===== src/rtl/reflet_rom_pkg.sv =====
// Shared definitions for the ROM prefetcher: controller states, header
// magic ("ASRM") and the default first code address.
package reflet_rom_pkg;

  typedef enum logic [1:0] {
    ST_IDLE = 2'd0,
    ST_HDR  = 2'd1,
    ST_RUN  = 2'd2,
    ST_ERR  = 2'd3
  } state_t;

  localparam logic [7:0] CODE_BASE_DEFAULT = 8'd4;

  localparam logic [7:0] MAGIC_0 = 8'h41;
  localparam logic [7:0] MAGIC_1 = 8'h53;
  localparam logic [7:0] MAGIC_2 = 8'h52;
  localparam logic [7:0] MAGIC_3 = 8'h4D;

  function automatic logic [7:0] magic_byte(input logic [1:0] idx);
    logic [7:0] b;
    case (idx)
      2'd0:    b = MAGIC_0;
      2'd1:    b = MAGIC_1;
      2'd2:    b = MAGIC_2;
      default: b = MAGIC_3;
    endcase
    return b;
  endfunction

endpackage


===== src/rtl/byte_fifo.sv =====
// Prefetch buffer: 16-bit entries (pc in the upper byte, data in the lower),
// power-of-two depth, flush takes priority over push and pop.
module byte_fifo #(
  parameter int DEPTH = 4,
  parameter int CW    = $clog2(DEPTH) + 1
) (
  input  logic          clk,
  input  logic          reset,
  input  logic          flush,
  input  logic          push,
  input  logic [15:0]   push_data,
  input  logic          pop,
  output logic [15:0]   head_data,
  output logic          full,
  output logic          empty,
  output logic [CW-1:0] count
);

  localparam int AW = $clog2(DEPTH);

  logic [15:0]   mem [DEPTH];
  logic [AW-1:0] wr_ptr;
  logic [AW-1:0] rd_ptr;
  logic          do_push;
  logic          do_pop;

  assign empty     = (count == '0);
  assign full      = (count == CW'(DEPTH));
  assign do_pop    = pop && !empty;
  assign do_push   = push && (!full || do_pop);
  assign head_data = mem[rd_ptr];

  always_ff @(posedge clk or posedge reset) begin
    if (reset) begin
      wr_ptr <= '0;
      rd_ptr <= '0;
      count  <= '0;
    end else if (flush) begin
      wr_ptr <= '0;
      rd_ptr <= '0;
      count  <= '0;
    end else begin
      if (do_push) wr_ptr <= wr_ptr + AW'(1);
      if (do_pop)  rd_ptr <= rd_ptr + AW'(1);
      case ({do_push, do_pop})
        2'b10:   count <= count + CW'(1);
        2'b01:   count <= count - CW'(1);
        default: count <= count;
      endcase
    end
  end

  // Storage is not reset; the pointers and count define what is valid.
  always_ff @(posedge clk) begin
    if (do_push && !flush) mem[wr_ptr] <= push_data;
  end

endmodule


===== src/rtl/rom_prefetch.sv =====
// Fetches bytes from a registered one-cycle-latency ROM, optionally checks
// the "ASRM" header, and streams code bytes with their pc over valid/ready.
module rom_prefetch
  import reflet_rom_pkg::*;
#(
  parameter int         FIFO_DEPTH   = 4,
  parameter bit         CHECK_HEADER = 1'b1,
  parameter logic [7:0] CODE_BASE    = CODE_BASE_DEFAULT
) (
  input  logic       clk,
  input  logic       reset,
  input  logic       start,
  input  logic       jump,
  input  logic [7:0] jump_addr,
  output logic [7:0] rom_addr,
  output logic       rom_en,
  input  logic [7:0] rom_data,
  output logic [7:0] instr,
  output logic [7:0] instr_pc,
  output logic       instr_valid,
  input  logic       instr_ready,
  output logic       header_ok,
  output logic       header_err,
  output logic       busy
);

  localparam int CW = $clog2(FIFO_DEPTH) + 1;

  state_t        state, state_d;
  logic [7:0]    rom_addr_d;
  logic          rom_en_d;
  logic          rd_pend, rd_pend_d;
  logic [7:0]    rd_addr, rd_addr_d;
  logic          header_ok_d;
  logic          fifo_flush, fifo_push, fifo_pop;
  logic          fifo_full, fifo_empty;
  logic [CW-1:0] fifo_count;
  logic [15:0]   fifo_head;
  int            occ_next;

  always_ff @(posedge clk or posedge reset) begin
    if (reset) begin
      state     <= ST_IDLE;
      rom_addr  <= 8'h00;
      rom_en    <= 1'b0;
      rd_pend   <= 1'b0;
      rd_addr   <= 8'h00;
      header_ok <= 1'b0;
    end else begin
      state     <= state_d;
      rom_addr  <= rom_addr_d;
      rom_en    <= rom_en_d;
      rd_pend   <= rd_pend_d;
      rd_addr   <= rd_addr_d;
      header_ok <= header_ok_d;
    end
  end

  // rd_pend/rd_addr track the read issued last cycle, whose data is on rom_data now.
  always_comb begin
    state_d     = state;
    rom_addr_d  = rom_addr;
    rom_en_d    = 1'b0;
    rd_pend_d   = rom_en;
    rd_addr_d   = rom_addr;
    header_ok_d = header_ok;
    fifo_flush  = 1'b0;
    fifo_push   = 1'b0;
    fifo_pop    = instr_valid && instr_ready;
    occ_next    = 0;

    case (state)
      ST_IDLE, ST_ERR: begin
        if (start) begin
          fifo_flush  = 1'b1;
          header_ok_d = 1'b0;
          rd_pend_d   = 1'b0;
          rom_en_d    = 1'b1;
          if (CHECK_HEADER) begin
            state_d    = ST_HDR;
            rom_addr_d = 8'h00;
          end else begin
            state_d    = ST_RUN;
            rom_addr_d = CODE_BASE;
          end
        end
      end

      ST_HDR: begin
        if (rd_pend && (rom_data != magic_byte(rd_addr[1:0]))) begin
          state_d   = ST_ERR;
          rd_pend_d = 1'b0;
        end else if (rd_pend && (rd_addr[1:0] == 2'd3)) begin
          state_d     = ST_RUN;
          rom_addr_d  = CODE_BASE;
          rom_en_d    = 1'b1;
          rd_pend_d   = 1'b0;
          header_ok_d = 1'b1;
        end else begin
          rom_en_d = 1'b1;
          if (rom_addr[1:0] != 2'd3) rom_addr_d = rom_addr + 8'd1;
        end
      end

      ST_RUN: begin
        if (jump) begin
          fifo_flush = 1'b1;
          rom_addr_d = jump_addr;
          rom_en_d   = 1'b1;
          rd_pend_d  = 1'b0;
        end else begin
          // Issue next cycle only if buffered plus in-flight bytes still leave a free slot.
          fifo_push = rd_pend && (!fifo_full || fifo_pop);
          occ_next  = int'(fifo_count) + int'(fifo_push) - int'(fifo_pop) + int'(rom_en);
          rom_en_d  = (occ_next < FIFO_DEPTH);
          if (rom_en) rom_addr_d = rom_addr + 8'd1;
        end
      end

      default: state_d = ST_IDLE;
    endcase
  end

  byte_fifo #(
    .DEPTH (FIFO_DEPTH),
    .CW    (CW)
  ) u_fifo (
    .clk       (clk),
    .reset     (reset),
    .flush     (fifo_flush),
    .push      (fifo_push),
    .push_data ({rd_addr, rom_data}),
    .pop       (fifo_pop),
    .head_data (fifo_head),
    .full      (fifo_full),
    .empty     (fifo_empty),
    .count     (fifo_count)
  );

  assign instr_valid = !fifo_empty;
  assign instr       = fifo_empty ? 8'h00 : fifo_head[7:0];
  assign instr_pc    = fifo_empty ? 8'h00 : fifo_head[15:8];
  assign header_err  = (state == ST_ERR);
  assign busy        = (state == ST_HDR) || (state == ST_RUN);

endmodule


===== config.mk =====
export PLATFORM = sky130hd
export DESIGN_NAME = rom_prefetch
export DESIGN_NICKNAME = d
export VERILOG_FILES = /design/src/rtl/reflet_rom_pkg.sv /design/src/rtl/byte_fifo.sv /design/src/rtl/rom_prefetch.sv
export SDC_FILE = /design/constraint.sdc
export NUM_CORES = 1
export LEC_CHECK = 0
export CORE_MARGIN = 5
export CORE_UTILIZATION = 50
export DETAILED_ROUTE_END_ITERATION = 7
export PLACE_DENSITY = 0.7
export SYNTH_ARGS = -nofsm -noshare
export SYNTH_HDL_FRONTEND = slang
export SYNTH_SLANG_ARGS = --single-unit
export TNS_END_PERCENT = 20

===== constraint.sdc =====
create_clock -name clk -period 4.4 [get_ports clk]
set_input_delay 1.1 -clock clk [delete_from_list [all_inputs] [get_ports clk]]
set_output_delay 1.1 -clock clk [all_outputs]
set_load 0.005 [all_outputs]

# Word level (Yosys, flattened, before mapping)

Memories as Yosys holds them, arrays and structs flattened.
Cells that the tools add are included.
W data, S select, Z words.

Register bits: 28
Memory bits (writable): 64
Bits of input ports: 21
Output and inout bits: 29
Logic and storage cells: 100
Memories kept: 1

$add $sub $neg: 8
$lt $le $gt $ge: 1
Equality and inequality tests: 17
Muxes and demuxes: 40
Reduce and logical (&&, ||, !) cells: 24

Memories:

| name       | words | width | read ports | clocked after memory_dff | wr ports | line            | text |
|---|---|---|---|---|---|---|---|
| u_fifo.mem | 4     | 16    | 1          | 0                        | 1        | byte_fifo.sv:21 | `logic [15:0] mem [DEPTH];` |

Operators by type and width:

| kind                  | count |
|---|---|
| $mux W8               | 9 |
| $pmux W8 S3           | 1 |
| $mux W1               | 15 |
| $pmux W5 S3           | 1 |
| $mux W2               | 7 |
| $eq A2 B2 Y1 const B  | 5 |
| $ne A3 B3 Y1 const B  | 3 |
| $add A8 B1 Y8 const B | 1 |
| $ne A2 B2 Y1 const B  | 4 |
| $ne A8 B8 Y1          | 1 |
| $reduce_and A4 Y1     | 2 |
| $logic_and A1 B1 Y1   | 7 |
| $add A5 B2 Y6         | 1 |
| $eq A2 B1 Y1 const B  | 3 |
| $lt A6 B4 Y1 const B  | 1 |
| $pmux W1 S3           | 2 |
| $pmux W3 S2           | 1 |
| $reduce_bool A2 Y1    | 3 |
| $sub A4 B1 Y5         | 1 |
| $add A2 B1 Y2 const B | 2 |
| $add A3 B1 Y4         | 1 |
| $logic_not A2 Y1      | 2 |
| $pmux W1 S2           | 2 |
| $pmux W2 S2           | 1 |
| 10 further kinds      | 14 |

# Logic depth before layout (Yosys ltp)

Depth after elaboration: 11
Mapped depth: 12
Gate-level depth less buffers: 10

# Cells and area by module

A second synthesis with hierarchy kept.

Cell total of the unflattened synthesis: 318
Area total of the unflattened synthesis: 4360.4 µm²

By module, submodules not included:

| module       | times used | cells an instance | area an instance (µm²) | seq. area each (µm²) |
|---|---|---|---|---|
| byte_fifo    | 1          | 147               | 2866.5                 | 2097.0 |
| rom_prefetch | 1          | 171               | 1493.9                 | 525.5 |

# Least setup slack after synthesis

No wires, ideal clock.

Path kind: input port to flip-flop
From: input instr_ready
To: register rom_en
Setup time: 0.077 ns
Arrival: 3.498 ns
Data required time: 4.323 ns
Slack: 0.824 ns
Cell stages on the path: 9
Path buffers: 0
Cell sequence: or4b_4 > and2_2 > ha_1 > fa_1 > or4bb_2 > o311a_2 > nand3_1 > nand3_1 > a21oi_1

Cells in the longest elaborated chain, start to end: 9

Ends and longest elaborated chain:

| item                    | line                | text |
|---|---|---|
| start: declaration      | rom_prefetch.sv:21  | `input logic instr_ready,` |
| $logic_and A1 B1 Y1 (*) | rom_prefetch.sv:69  | `fifo_pop = instr_valid && instr_ready;` |
| $logic_or A1 B1 Y1      | rom_prefetch.sv:113 | `fifo_push = rd_pend && (!fifo_full \|\| fifo_pop);` |
| $logic_and A1 B1 Y1     | rom_prefetch.sv:113 |  |
| $add A3 B1 Y4           | rom_prefetch.sv:114 | `occ_next = int'(fifo_count) + int'(fifo_push) - int'(fifo_pop) + int'(rom_en);` |
| $sub A4 B1 Y5 (*)       | rom_prefetch.sv:114 |  |
| $add A5 B2 Y6 (*)       | rom_prefetch.sv:114 |  |
| $lt A6 B4 Y1 (*)        | rom_prefetch.sv:115 | `rom_en_d = (occ_next < FIFO_DEPTH);` |
| $mux W1 (*)             | rom_prefetch.sv:106 | `if (jump) begin` |
| $pmux W1 S3 (*)         | rom_prefetch.sv:72  | `case (state)` |
| net rom_en_d            | rom_prefetch.sv:31  | `logic rom_en_d;` |
| end signal: assignment  | rom_prefetch.sv:52  | `rom_en <= rom_en_d;` |
| end: declaration        | rom_prefetch.sv:16  | `output logic rom_en,` |

The timed path passes the listed nets; every way through them passes the cells marked *.
A chain may end at the register's enable or synchronous reset.

# Worst setup path in the final report

Same ends and word-level chain as after synthesis.

==> results by group <==
Status
  • Status: finished, final reports clean

Logic synthesis
  • Synth Area in Compound Gates: 8.26%
  • Synth Instances: ~300
  • Synth unique cells: 55
  • Most frequent cell after synthesis: edfxtp_1
  • Yosys top cell by area: edfxtp_1
  • Area share of and/or/nand/nor cells after synthesis: between 10% and 20%
  • XOR/XNOR Fraction of Synth Area: 1.41%
  • Cell Area, Synth: 4270 sq um
  • Adder and majority cell fraction of the synthesized area: about 5.6%
  • Mean Syn Cell Area: approximately 14 sq um
  • Yosys warns: 0
  • FFs w/ async S/R, synth: between 30 and 40%
  • Post-synth EDFFs: 64
  • Yosys top cell area share: approximately 45%
  • Mux cell area share after synthesis: a little under a tenth
  • Largest family of logic cells by synthesized area: simple AND/OR/NAND/NOR gates
  • Syn nets: around 340
  • #FFs+latches synth: 92
  • Synth cell count leaders: 64 x edfxtp_1, 28 x dfrtp_1, 22 x and2_1, 21 x o21ai_0, 19 x nor2_1
  • Top cells by area, synth: edfxtp_1 45%, dfrtp_1 16%, mux4_2 8.4%, ha_1 4.7%, and2_1 3.2%
  • Post-synth top flop: edfxtp_1
  • Post-synthesis sequential area ratio: 61.4%

Floorplan
  • Die Area: 10500 sq um
  • Starting Density: between 50 and 60%
  • Die height: between 100 and 150 um
  • Chip width: 102 um
  • Row count: 33
  • Io pins: 50
  • Core area: between 8000 and 9000 sq um

Route
  • Drt wl/cell: 17.6 um
  • Final antenna-violating net count: 0
  • Drt pass-1 iters: 4
  • Final WL: just over 8 mm
  • Via Count: around 2600
  • Vias per std cell: around 5.5
  • Initial DRC count: ~100
  • Detailed-route DRC error count: 0

Worst setup path
  • CP bufs+invs: 1
  • CP Capture Type: flop
  • Highest-delay cell along the critical path: or4bb_2
  • Reg-to-reg critical path startpoint: u_fifo.count[2]
  • Crit path from: instr_ready
  • Crit path capture: rom_en
  • Crit path depth: 10
  • Worst path cell trace: clkdlybuf4s50_1 -> or4b_4 -> and2_2 -> ha_1 -> fa_1 -> or4bb_2 -> o311a_2 -> nand3_1 -> nand3_1 -> a21oi_1
  • FF-to-FF setup slack: around 1300 ps
  • Crit start category: primary input
  • Crit path max fanout: 5
  • Slowest stage delay, CP: between 600 and 700 ps
  • Critical path class: primary input to flop
  • FF-to-FF End: rom_en
  • CP arrival: slightly above 4000 ps
  • Critical path's top delay family: simple AND/OR/NAND/NOR gates
  • CP Data Required Time: 4680 ps
  • Most used cell, CP: nand3_1
  • R2r worst-path depth: 10

Clock tree
  • CTS Hold Bufs: 0
  • CTS HTree Levels: 3
  • Clk_lat worst skew: 350 ps
  • # resized after CTS: 0
  • Clock buffer depth: 2
  • Clock-pin slew on the worst setup and hold paths: about 90 ps
  • Post-CTS Setup Repair Bufs: 0
  • Clock sinks: 92
  • CTS tree: yes
  • Root buffer cell: clkbuf_8
  • Num CTS Buffers: 9

Power and ir drop
  • Power Density: about 530 nW/um^2
  • Lkg Pwr: around 1.8 nW
  • Maximum vdd drop: approximately 280 uV

STA
  • Hold Vio Cnt, Final: 0
  • Relative slew slack: about 29%
  • Tcrit/Tclk final: 86.3%
  • RSZ-0062 raised after global routing: no
  • Slew Viols, Final: 0
  • Final setup viols: 0
  • Period minus WS final: approximately 3800 ps
  • Slew @ Worst Pin: roughly 1100 ps
  • TNS Setup: 0 ps
  • WHS: 439 ps
  • Maximum clock rate: approximately 0.26 GHz
  • Final Skew: 9.83 ps

Final layout
  • Diode count: 0
  • Fraction of layout cells with a size suffix above 1: 13.2%
  • Area Overhead vs Synth: 17.4%
  • Nets: ~400

GRT
  • Largest net degree at the start of global routing: 29
  • Overflow left after global routing: 0
  • First-pass GRT wire length: around 13 mm
  • Vias in the first global route: 2690
  • Overall Global Routing Usage: 16.8%
  • Initial antenna violation count: 0

Placement
  • PortBufs: 49
  • Hpwl dp: about 5.6 mm
  • Routability cong.: around 0.85

Job
  • Max-cap violations: 0

Worst hold path
  • Worst hold path type: flop to flop
[layout make-up]
class / count / area [sq um]
sequential: 92 / 2620
multi-input combinational: 178 / 1520
timing repair buffer: 52 / 513
tap: 105 / 131
clock inverter: 5 / 37.5
inverter: 17 / 63.8
fill: 666 / 3240
clock buffer: 11 / 131
[metrics by stage]
stage | setup WS, ps | util, % | cell area (sq um) | power (mW) | std cells
global placement | 339 | 58.7 | 4850 | 2.15 | 444
detailed placement | 285 | 58.7 | 4850 | 2.17 | 444
floorplan | 824 | - | 4270 | 1.76 | 298
CTS | 649 | 60.7 | 5020 | 2.66 | 460
global route | 523 | 60.7 | 5020 | 2.82 | 460
finish | 602 | 60.7 | 5020 | 2.63 | 460
[report_power, final]
part	switching [mW]	internal (mW)	total, mW
clock	0.283	0.208	0.491
combinational	0.454	0.595	1.05
sequential	0.110	0.983	1.09
[cells by family (layout without fill, tap and decap cells)]
group,after synthesis,count (layout)
DFF,92,92
buffers and inverters,28,85
adders and majority gates,18,18
muxes,19,19
and+or+nand+nor,84,84
AOI/OAI and AO/OA,51,51
xor gates and xnor gates,6,6
[per-layer routing]
layer | up-vias | track usage [%] | wire, um | share of wire, %
li1 | 1219 | - | - | -
met1 | 1241 | 22.5 | 3520 | 44
met2 | 80 | 27.2 | 3950 | 49
met3 | 11 | 3.28 | 482 | 6.0
met4 | 0 | 6.66 | 126 | 1.6
met5 | - | 0 | 0 | 0
[worst reg2reg max path: stages (launching register included)]
cell and delay [ps]:
dfrtp_1 470, o31a_2 460, ha_1 300, inv_1 40, ha_1 200, fa_1 440
or4bb_2 660, o311a_2 150, nand3_1 80, nand3_1 70, a21oi_1 150
[cells in the final DEF, fill, tap and decap left out, drive strengths merged, types with 3 or more instances in the layout]
cell type,instances
buf,3
mux4,16
xnor2,4
nor2b,3
o21ai,22
inv,18
and2,23
dfrtp,28
nand3,7
nor2,20
edfxtp,64
nor3,4
clkbuf,11
clkdlybuf4s50,49
a21oi,6
a32oi,3
ha,16
nand2,14
[worst min-delay path by stage]
stage	startpoint	to	slack, ps	depth (start not counted)
after CTS	rom_addr[7]	rd_addr[7]	440	0
final	rom_addr[7]	rd_addr[7]	440	0
after global placement	rom_addr[7]	rd_addr[7]	420	0
after global routing	rom_addr[7]	rd_addr[7]	460	0
after floorplan	rom_addr[7]	rd_addr[7]	410	0
after detailed placement	rom_addr[7]	rd_addr[7]	430	0
[sequential cells by signal, indices dropped and copies added, names as in the netlist]
name           count
header_ok          1
rd_addr            8
rd_pend            1
rom_addr           8
rom_en             1
state              2
u_fifo.count       3
u_fifo.mem        64
u_fifo.rd_ptr      2
u_fifo.wr_ptr      2
(Power assumes the default switching activity.)
